$ cat src/rtl/barcode_pkg.sv
// Shared definitions for the barcode entry block: FSM state encoding,
// product barcode table and entry constants.
package barcode_pkg;

    localparam int PRODUCT_COUNT = 12;
    localparam int BARCODE_W     = 16;

    localparam logic [3:0] MAX_BCD    = 4'd9;
    localparam logic [2:0] FULL_COUNT = 3'd4;

    typedef enum logic [1:0] {
        ST_IDLE     = 2'd0,   // no digits held
        ST_ENTRY    = 2'd1,   // 1..3 digits held
        ST_COMPLETE = 2'd2    // 4 digits held
    } entry_state_t;

    // Known product barcodes, four BCD digits each, first digit in [15:12].
    // The position in this table is the product ID.
    localparam logic [BARCODE_W-1:0] PRODUCT_TABLE [PRODUCT_COUNT] = '{
        16'h0123, 16'h1111, 16'h2468, 16'h1357,
        16'h9876, 16'h5555, 16'h4321, 16'h8080,
        16'h7007, 16'h3141, 16'h2718, 16'h9999
    };

endpackage

$ cat src/rtl/barcode_lookup.sv
// Combinational product table search. The lowest matching index wins;
// the ID reads 0 when nothing matches.
module barcode_lookup
    import barcode_pkg::*;
(
    input  logic [15:0] i_barcode,
    output logic        o_match,
    output logic [3:0]  o_id
);

    logic       w_hit;
    logic [3:0] w_id;

    // Linear search of the product table.
    always_comb begin
        // NOTE: every variable gets a default before any branch, otherwise
        // a path that skips the assignment infers a latch.
        w_hit = 1'b0;
        w_id  = 4'd0;
        for (int i = 0; i < PRODUCT_COUNT; i++) begin
            if (!w_hit && (i_barcode == PRODUCT_TABLE[i])) begin
                w_hit = 1'b1;
                w_id  = 4'(i);
            end
        end
    end

    assign o_match = w_hit;
    assign o_id    = w_id;

endmodule

$ cat src/rtl/barcode_entry_controller.sv
// Four-digit barcode entry buffer with product lookup.
// Optional idle timeout enabled by defining BARCODE_ENTRY_TIMEOUT_EN.
// Strobe priority: RST > Clear > Consume > Backspace > DigitValid; a strobe
// that is not acceptable in the current state is treated as absent.
module barcode_entry_controller
    import barcode_pkg::*;
#(
    parameter int unsigned TIMEOUT_CYCLES = 50_000_000
) (
    input  logic       CLK,
    input  logic       RST,
    input  logic [3:0] DigitIn,
    input  logic       DigitValid,
    input  logic       Backspace,
    input  logic       Clear,
    input  logic       Consume,
    output logic [3:0] Barcode_Digit_3,
    output logic [3:0] Barcode_Digit_2,
    output logic [3:0] Barcode_Digit_1,
    output logic [3:0] Barcode_Digit_0,
    output logic [2:0] NumOfBarcodeDigitsEntered,
    output logic       BarcodeCompleted,
    output logic       BarcodeMatch,
    output logic [3:0] BarcodeProductID,
    output logic       EntryTimeout
);

    entry_state_t    r_state;
    logic [3:0][3:0] r_digits;     // [3] is the first digit entered
    logic [2:0]      r_count;
    logic            r_completed;
    logic            r_match;
    logic [3:0]      r_id;

    entry_state_t    w_next_state;
    logic [3:0][3:0] w_next_digits;
    logic [2:0]      w_next_count;
    logic            w_accept;
    logic            w_timeout_due;
    logic            w_lookup_match;
    logic [3:0]      w_lookup_id;

    // Lookup runs on the next-cycle digits so match/ID register together
    // with the digit that completes the barcode.
    barcode_lookup u_lookup (
        .i_barcode (w_next_digits),
        .o_match   (w_lookup_match),
        .o_id      (w_lookup_id)
    );

    // Next-state, next-digit and next-count decode with strobe priority.
    always_comb begin
        w_next_state  = r_state;
        w_next_digits = r_digits;
        w_next_count  = r_count;
        w_accept      = 1'b0;

        if (Clear || (Consume && (r_state == ST_COMPLETE))) begin
            w_accept      = 1'b1;
            w_next_state  = ST_IDLE;
            w_next_digits = '0;
            w_next_count  = '0;
        end else if (Backspace && (r_count != 3'd0)) begin
            w_accept                                 = 1'b1;
            w_next_digits[2'(FULL_COUNT - r_count)]  = 4'd0;
            w_next_count                             = r_count - 3'd1;
            w_next_state = (r_count == 3'd1) ? ST_IDLE : ST_ENTRY;
        end else if (DigitValid && (DigitIn <= MAX_BCD) && (r_state != ST_COMPLETE)) begin
            w_accept                                 = 1'b1;
            w_next_digits[2'(3'd3 - r_count)]        = DigitIn;
            w_next_count                             = r_count + 3'd1;
            w_next_state = (r_count == 3'd3) ? ST_COMPLETE : ST_ENTRY;
        end else if (w_timeout_due) begin
            w_next_state  = ST_IDLE;
            w_next_digits = '0;
            w_next_count  = '0;
        end
    end

    // State and output registers; synchronous reset discards any entry.
    always_ff @(posedge CLK) begin
        // NOTE: sequential state uses non-blocking assignments so every
        // register samples the pre-edge values regardless of statement order.
        if (RST) begin
            r_state     <= ST_IDLE;
            r_digits    <= '0;
            r_count     <= '0;
            r_completed <= 1'b0;
            r_match     <= 1'b0;
            r_id        <= '0;
        end else begin
            r_state     <= w_next_state;
            r_digits    <= w_next_digits;
            r_count     <= w_next_count;
            r_completed <= (w_next_state == ST_COMPLETE);
            r_match     <= (w_next_state == ST_COMPLETE) && w_lookup_match;
            r_id        <= (w_next_state == ST_COMPLETE) ? w_lookup_id : 4'd0;
        end
    end

`ifdef BARCODE_ENTRY_TIMEOUT_EN
    localparam int TIMER_W = (TIMEOUT_CYCLES > 1) ? $clog2(TIMEOUT_CYCLES) : 1;

    logic [TIMER_W-1:0] r_timer;
    logic               r_entry_timeout;

    assign w_timeout_due = (r_state != ST_IDLE) &&
                           (r_timer == TIMER_W'(TIMEOUT_CYCLES - 1));

    // Idle counter: runs while digits are held, restarts on accepted strobes.
    always_ff @(posedge CLK) begin
        if (RST) begin
            r_timer         <= '0;
            r_entry_timeout <= 1'b0;
        end else begin
            r_entry_timeout <= w_timeout_due && !w_accept;
            if (w_accept || (w_next_state == ST_IDLE)) begin
                r_timer <= '0;
            end else begin
                r_timer <= r_timer + 1'b1;
            end
        end
    end

    assign EntryTimeout = r_entry_timeout;
`else
    assign w_timeout_due = 1'b0;
    assign EntryTimeout  = 1'b0;
`endif

    assign Barcode_Digit_3           = r_digits[3];
    assign Barcode_Digit_2           = r_digits[2];
    assign Barcode_Digit_1           = r_digits[1];
    assign Barcode_Digit_0           = r_digits[0];
    assign NumOfBarcodeDigitsEntered = r_count;
    assign BarcodeCompleted          = r_completed;
    assign BarcodeMatch              = r_match;
    assign BarcodeProductID          = r_id;

endmodule
$ cat config.mk
export PLATFORM = sky130hd
export DESIGN_NAME = barcode_entry_controller
export DESIGN_NICKNAME = d
export VERILOG_FILES = /design/src/rtl/barcode_pkg.sv /design/src/rtl/barcode_lookup.sv /design/src/rtl/barcode_entry_controller.sv
export SDC_FILE = /design/constraint.sdc
export NUM_CORES = 1
export LEC_CHECK = 0
export ABC_AREA = 1
export BUFFER_PORTS_ARGS = -buffer_cell sky130_fd_sc_hd__buf_2
export CORE_MARGIN = 8
export CORE_UTILIZATION = 62
export DETAILED_ROUTE_END_ITERATION = 7
export GPL_TIMING_DRIVEN = 1
export PLACE_DENSITY = 0.87
export SETUP_SLACK_MARGIN = 0.15
export SYNTH_ARGS = -nofsm -noshare
export SYNTH_HDL_FRONTEND = slang
export SYNTH_HIERARCHICAL = 1
export SYNTH_SLANG_ARGS = --single-unit
$ cat constraint.sdc
create_clock -name CLK -period 3.5 [get_ports CLK]
set_input_delay 0.175 -clock CLK [delete_from_list [all_inputs] [get_ports CLK]]
set_output_delay 0.175 -clock CLK [all_outputs]
set_load 0.005 [all_outputs]
After elaboration in Yosys (flattened, before gate mapping)
Index checks and enable logic that the tools add are counted.
{ "totals": {"regBits": 27, "inputBits": 10, "out_inout_bits": 26, "word_cells": 112} }
{ "op_classes": {"n_addsub": 4, "magnitude_cmp": 5, "eq_ne": 17, "muxes": 38, "n_bitwise": 3, "n_reduce_logical": 35} }
{ "op_table": {"columns": ["operator", "n"], "rows": [
  ["16-bit by 14-bit equality test with 1-bit output, second input constant", 3],
  ["16-bit by 15-bit equality test with 1-bit output, second input constant", 3],
  ["16-bit equality test, second input constant", 3],
  ["16-bit 2-to-1 mux", 3],
  ["16-bit by 13-bit equality test with 1-bit output, second input constant", 2],
  ["4-bit 2-to-1 mux", 6],
  ["1-bit logical AND", 18],
  ["3-bit 2-to-1 mux", 6],
  ["16-bit AND", 1],
  ["16-bit bitwise mux", 1],
  ["4-bit demux with 2-bit select", 2],
  ["16-bit by 9-bit equality test with 1-bit output, second input constant", 1],
  ["16-bit inverter", 1],
  ["1-bit 2-to-1 mux", 14],
  ["2-bit 2-to-1 mux", 6],
  ["1-bit zero test", 11],
  ["2-bit by 3-bit less-than comparator with 1-bit output, second input constant", 2],
  ["6-bit OR reduction", 1],
  ["2-bit equality test, second input constant", 2],
  ["2-bit by 1-bit >= comparator with 1-bit output, second input constant", 2],
  ["4-bit less-or-equal comparator, second input constant", 1],
  ["2-bit OR reduction", 2],
  ["3-bit by 1-bit adder with 3-bit output, second input constant", 1],
  ["3-bit by 1-bit equality test with 1-bit output, second input constant", 1],
  ["9 further kinds", 9]
]} }

Longest topological paths before layout
Gate-level depths: netlist of run 1.
{ "depth": {"ltp_word": 45, "mapped_depth": 23, "depth_no_buf": 22} }

Cells and area by module
Netlist of run 1, hierarchy kept.
{ "by_module_without_submodules": {"columns": ["mod", "instances", "cells_each", "area_per_inst_um2", "seq_area_each_um2"], "rows": [
  ["barcode_entry_controller", 1, 304, 1808.0, 540.5],
  ["barcode_lookup", 1, 106, 518.0, 0.0]
]} }

Worst setup path after synthesis of run 1
Ideal clock, no wire load.
{ "synth_path": {"kind": "reg2reg", "start": "register r_count[0] (netlist: NumOfBarcodeDigitsEntered[0])", "end": "register r_match (netlist: BarcodeMatch)", "setup_time_ns": 0.064, "arrival_ns": 2.388, "required_ns": 3.436, "path_slack_ns": 1.048, "stages_incl_launch_ff": 19, "path_buffers": 2, "synth_period_minus_slack_ns": 2.452, "path_cell_list": "dfxtp_1 inv_1 ha_1 buf_4 a21boi_4 buf_2 a21oi_1 nand2_1 inv_1 or2_1 nor3_2 inv_2 nor2_2 nand3_2 nand4_1 nor2_1 nand4_1 inv_1 nor2_1"} }
{ "synth_rtl": {"columns": ["item", "line_no", "text"], "rows": [
  ["start, declared", "barcode_entry_controller.sv:30", "logic [2:0] r_count;"],
  ["start signal, assigned", "barcode_entry_controller.sv:94", "r_count <= w_next_count;"],
  ["end signal, assigned", "barcode_entry_controller.sv:96", "r_match <= (w_next_state == ST_COMPLETE) && w_lookup_match;"],
  ["end, declared", "barcode_entry_controller.sv:32", "logic r_match;"]
]} }

==> results of run 1 <==
## cells in the mapped netlist, drive strengths merged
master and number:
a21boi 1, and3 2, xnor2 1, nor4 2, nor3 8, clkbuf 3, o2111ai 1, nor2 55
nand4 10, conb 1, dfxtp 27, nand2 140, o21ai 18, buf 10, a21oi 22, inv 75
ha 7, or2 2, nand3 25
## cell families after synthesis
logic type	synth area share (%)
AND/OR/NAND/NOR	46.1
buffers and inverters	15.4
AO/OA/AOI/OAI	10.9
flip-flops	23.2
adder cells (fa/ha/maj)	3.77
XOR/XNOR	0.377
other	0.161
## area by class of cell
cell class | instances | area, um^2
well taps | 48 | 60.1
inverters | 75 | 282
multi-input cells | 295 | 1430
clock buffers | 4 | 45.0
flip-flops and latches | 27 | 541
fillers | 349 | 1110
repair buffers | 34 | 170
## through the flow
| stage | total power, uW | utilization, % | instances | hold WS, ps | area (um^2) |
|---|---|---|---|---|---|
| floorplan | 495 | - | 410 | 389 | 2330 |
| global placement | 541 | 68.2 | 479 | 490 | 2480 |
| detailed placement | 545 | 68.2 | 479 | 507 | 2480 |
| CTS | 724 | 69.5 | 483 | 200 | 2520 |
| global route | 768 | 69.5 | 483 | 234 | 2520 |
| finish | 723 | 69.5 | 483 | 210 | 2520 |
## state kept, by name, summed over array words and instances (netlist names)
register                   flops
r_state                        2
Barcode_Digit_2                4
BarcodeMatch                   1
BarcodeCompleted               1
Barcode_Digit_3                4
Barcode_Digit_0                4
BarcodeProductID               4
NumOfBarcodeDigitsEntered      3
Barcode_Digit_1                4
## power groups by stage
stage | clock, uW | combinational (uW) | sequential, uW
after global placement | 0 | 206 | 335
after floorplan | 0 | 161 | 334
final | 181 | 213 | 329
after detailed placement | 0 | 209 | 336
after CTS | 186 | 210 | 329
after global routing | 196 | 242 | 330
## per-layer routing
metal  up-vias  part of all wire, %  track usage [%]
met5         -                    0                0
met4         0                  1.7             7.17
met3        11                  6.1             2.21
met2       102                   46             36.3
met1      1148                   46             27.7
li1       1299                    -                -
## worst paths after layout
path / depth (start not counted) / from / slack, ps / to
max: 16 / NumOfBarcodeDigitsEntered[0] / 530 / BarcodeProductID[0]
min: 4 / Clear / 210 / r_state[1]
max reg2reg: 16 / NumOfBarcodeDigitsEntered[0] / 530 / BarcodeProductID[0]
min reg2reg: 2 / NumOfBarcodeDigitsEntered[0] / 560 / NumOfBarcodeDigitsEntered[0]
## worst reg2reg max path, delay by kind of cell (launching register included)
| kind | cells | cell delay (ps) |
|---|---|---|
| AND/OR/NAND/NOR | 11 | 1740 |
| flip-flops | 1 | 450 |
| buffers and inverters | 4 | 390 |
| adder cells (fa/ha/maj) | 1 | 350 |
==> results.json, run 1 <==
{
  "status": "finished clean",
  "cts_resized": 0,
  "vias": 2560,
  "overflow": 0,
  "relSlewSlack_pct": 51.7,
  "grtUsageTotal_pct": 21.6,
  "crit_type": "flip-flop to flip-flop",
  "place.gp.congestion": 1.02,
  "synth_seq_cells": 27,
  "power_density_nw_per_um2": 286,
  "crit_buf_inv": 4,
  "grt_antenna_before_repair": 0,
  "grt_pass1_vias": 2377,
  "port_buffers": 34,
  "drt_iter0_drc": 278,
  "drc": 0,
  "dieArea_um2": 5970,
  "cap_violations": 0,
  "syn_inst": 410,
  "final_common_cell": "nand2_1",
  "drt-total-wl_um": 6430,
  "worstPathArrival_ps": 3190,
  "core_area_um2": 3630,
  "static-leakage-power_uw": 0.00138,
  "synth_area_leaders": "dfxtp_1 23%, nand2_1 22%, inv_1 11%",
  "drive_gt1_share_pct": 15.9,
  "root_buffer": "clkbuf_8",
  "chipWidth_um": 77.3,
  "grt_pass1_wl_um": 11000,
  "dr.pass1.iters": 5,
  "numCtsBuffers": 3,
  "setup_tns_ps": 0,
  "pwr-share-clk_pct": 25.0,
  "tritoncts": "yes",
  "hold_violations": 0,
  "postSynthAreaPerCell_um2": 5.67,
  "cp-start-kind": "flip-flop",
  "path_cells": "inv_1 -> ha_1 -> nand2_1 -> nand2_1 -> nand2_1 -> nand2_1 -> inv_1 -> inv_2 -> nor2_2 -> nand2_1 -> nor3_2 -> nand3_1 -> and3_1 -> nand4_1 -> inv_1 -> nor2_1",
  "p_seq_share_pct": 45.5,
  "synth.net_count": 427,
  "path_clk_slew_ps": 90,
  "slew_viol_final": 0,
  "clock.fmax_mhz": 337,
  "initial_core_util_pct": 64.0,
  "skew_ps": 1.25,
  "hp-class": "input port to flip-flop",
  "worstPathRequired_ps": 3720,
  "swShare_pct": 35.6,
  "yosysWarnings": 6,
  "finalSetupViolCount": 0,
  "area_growth_pct": 8.50,
  "nets": 453,
  "grt_setup_unrepaired": "false",
  "cts.path.max_buffers": 2,
  "synth_top_area_share_pct": 23.2,
  "p_int_uw": 466,
  "worst_setup_path_end_kind": "flip-flop",
  "ctsHoldBuffers": 0,
  "ioPinCount": 36,
  "num_antenna_cells": 0,
  "seq_area_frac_synth_pct": 23.2,
  "cts_max_level": 1,
  "vias_per_cell": 5.30,
  "power_frac_comb_pct": 29.5,
  "grt_max_degree": 23,
  "fin_ws_ps": 530,
  "path_max_fanout": 22,
  "num_rows": 22,
  "synth.distinct_cells": 32,
  "preCtsSetupSlack_ps": 575,
  "fin_crit_sh_pct": 84.9,
  "wl_per_cell_um": 13.3,
  "antenna_left": 0,
  "die_h_um": 77.3,
  "ir_drop_mv": 0.188,
  "postCtsSetupRepairBufs": 0,
  "syn-cell-area_um2": 2330,
  "cp_top_family": "simple AND/OR/NAND/NOR gates",
  "synth_top_cell_by_area": "dfxtp_1",
  "critPathMaxStageDelay_ps": 450,
  "clkSinkCount": 27,
  "worstMarginPinSlew_ps": 723,
  "insertion_delay_ps": 270,
  "cpMostUsedCell": "nand2_1",
  "layout_min_cycle_time_ps": 2970,
  "switchingPower_uw": 257,
  "critPathSlowestCell": "dfxtp_1",
  "hpwl_um": 4960,
  "final_cell_mix": "134 x nand2_1, 67 x inv_1, 48 x nor2_1"
}
No activity file was read; power rests on OpenSTA's default activity.
==> run 2, diff against run 1 <==
--- a/config.mk
+++ b/config.mk
@@ -8,10 +8,10 @@
 export ABC_AREA = 1
 export BUFFER_PORTS_ARGS = -buffer_cell sky130_fd_sc_hd__buf_2
 export CORE_MARGIN = 8
-export CORE_UTILIZATION = 62
+export CORE_UTILIZATION = 57
 export DETAILED_ROUTE_END_ITERATION = 7
 export GPL_TIMING_DRIVEN = 1
-export PLACE_DENSITY = 0.87
+export PLACE_DENSITY = 0.81
 export SETUP_SLACK_MARGIN = 0.15
 export SYNTH_ARGS = -nofsm -noshare
 export SYNTH_HDL_FRONTEND = slang
==> constraint.sdc (replaced) <==
create_clock -name CLK -period 2.8 [get_ports CLK]
set_input_delay 0.14 -clock CLK [delete_from_list [all_inputs] [get_ports CLK]]
set_output_delay 0.14 -clock CLK [all_outputs]
set_load 0.005 [all_outputs]
==> run 2 against run 1 <==
Clock power is 27% higher. Utilization decreased by 2.7 points. Cell area up 5.1%. Sequential power up 25%. Clock skew up 6.1 ps. Routed wire length grew 4.3%. Cell count increased by 2.7%. Sequential share of layout area fell by 0.98 points. Non-clock buffer count grew 11. Via count grew 0.70%. Critical endpoint is now BarcodeMatch. Highest routed layer unchanged.
==> results.json, run 2 (same netlist as run 1, synthesis figures left out) <==
{
  "final_cell_mix": "133 x nand2_1, 65 x inv_1, 47 x nor2_1",
  "drive_gt1_share_pct": 20.2,
  "postCtsSetupRepairBufs": 0,
  "initial_core_util_pct": 58.6,
  "grt_setup_unrepaired": "true",
  "worstPathArrival_ps": 2660,
  "critPathMaxStageDelay_ps": 400,
  "numCtsBuffers": 3,
  "drt-total-wl_um": 6710,
  "path_max_fanout": 13,
  "wl_per_cell_um": 13.5,
  "antenna_left": 0,
  "vias_per_cell": 5.20,
  "cts_max_level": 1,
  "ioPinCount": 36,
  "stdcell_area_um2": 2650,
  "dp.cells": 492,
  "num_rows": 23,
  "layout_min_cycle_time_ps": 2440,
  "ir_drop_mv": 0.198,
  "static-leakage-power_uw": 0.00143,
  "vias": 2578,
  "fin_crit_sh_pct": 87.1,
  "worstPathRequired_ps": 3020,
  "cts.path.max_buffers": 2,
  "grtUsageTotal_pct": 20.9,
  "overflow": 0,
  "area_growth_pct": 14.0,
  "die_h_um": 79.9,
  "root_buffer": "clkbuf_8",
  "cp-start-kind": "flip-flop",
  "dpl_cell_area_um2": 2560,
  "dieArea_um2": 6380,
  "tritoncts": "yes",
  "critPathSlowestCell": "dfxtp_2",
  "clock.fmax_mhz": 410,
  "place.gp.congestion": 1.01,
  "crit_type": "flip-flop to flip-flop",
  "hold_violations": 0,
  "status": "finished clean",
  "grt_pass1_vias": 2383,
  "worst_setup_path_end_kind": "flip-flop",
  "nets": 464,
  "cap_violations": 0,
  "n_fill_cell": 388,
  "layout.cells.non_filler": 496,
  "dr.pass1.iters": 6,
  "num_antenna_cells": 0,
  "final_common_cell": "nand2_1",
  "path_clk_slew_ps": 100,
  "drt_iter0_drc": 200,
  "grt_max_degree": 20,
  "drc": 0,
  "chipWidth_um": 79.9,
  "insertion_delay_ps": 280,
  "finalSetupViolCount": 0,
  "core_area_um2": 3970,
  "clkSinkCount": 27,
  "grt_antenna_before_repair": 0,
  "path_cells": "inv_2 -> ha_4 -> a21boi_4 -> buf_4 -> a21oi_1 -> nand2_1 -> inv_1 -> or2_1 -> nor2_1 -> nand2_1 -> nor2_1 -> nor3_2 -> nand4_1 -> nor2_1 -> nand4_1 -> inv_1 -> nor2_1",
  "grt_pass1_wl_um": 11000,
  "power_density_nw_per_um2": 349,
  "hp-class": "input port to flip-flop",
  "slew_viol_final": 0,
  "hpwl_um": 5180,
  "setup_tns_ps": 0,
  "port_buffers": 34,
  "skew_ps": 7.35,
  "cpMostUsedCell": "nor2_1"
}
[run 2: cell count changes in the layout (fill, tap and decap cells not counted), moves of 2 or more]
cell / before / now
buf_4: 0 / 11
ha_1: 7 / 3
ha_2: 0 / 2
ha_4: 0 / 2
inv_1: 67 / 65
inv_2: 8 / 10
[run 2: routing by layer]
metal	track usage, %	vias up	part of all wire (%)
li1	-	1323	-
met2	35.8	102	48
met1	25.9	1141	43
met5	0	-	0
met4	6.91	0	2.1
met3	2.82	12	6.7
[run 2: area by class of cell]
type	count	area (um^2)	share of cell area, %
multi-input cells	295	1470	55.4
flip-flops and latches	27	542	20.4
inverters	75	282	10.6
repair buffers	45	253	9.53
well taps	50	62.6	2.36
clock buffers	4	45.0	1.70
[run 2: report_power, final]
part	total (uW)	leakage (uW)	internal [uW]	switching (uW)
Clock	230	0.0000228	102	128
Sequential	411	0.000220	397	13.6
Combinational	286	0.00119	95.2	190
Total	926	0.00143	595	332
[run 2: path summary, 6_finish.rpt]
path	from	to	slack, ps	cells after the start
max reg2reg	NumOfBarcodeDigitsEntered[0]	BarcodeMatch	360	17
min	Clear	r_state[1]	170	4
min reg2reg	NumOfBarcodeDigitsEntered[0]	NumOfBarcodeDigitsEntered[0]	520	2
max	NumOfBarcodeDigitsEntered[0]	BarcodeMatch	360	17
[run 2: critical path, delay by kind of cell, from the launching register on]
kind | cells | cell delay (ps)
AO/OA/AOI/OAI | 2 | 240
flip-flops | 1 | 400
buffers and inverters | 4 | 420
AND/OR/NAND/NOR | 10 | 1100
adder cells (fa/ha/maj) | 1 | 210
[run 2: through the flow]
step	util, %	hold slack (ps)	worst slack (ps)	total power [uW]
final	66.8	174	360	926
after global routing	66.8	198	132	984
after CTS	65.8	158	235	919
after detailed placement	64.6	454	172	692
after global placement	64.6	451	240	692
after floorplan	-	354	348	619
[run 2: repair_timing]
action | CTS | global route
endpoints found under the setup margin | 1 | 5
hold buffers | 0 | 0
gates resized for setup | 1 | 11
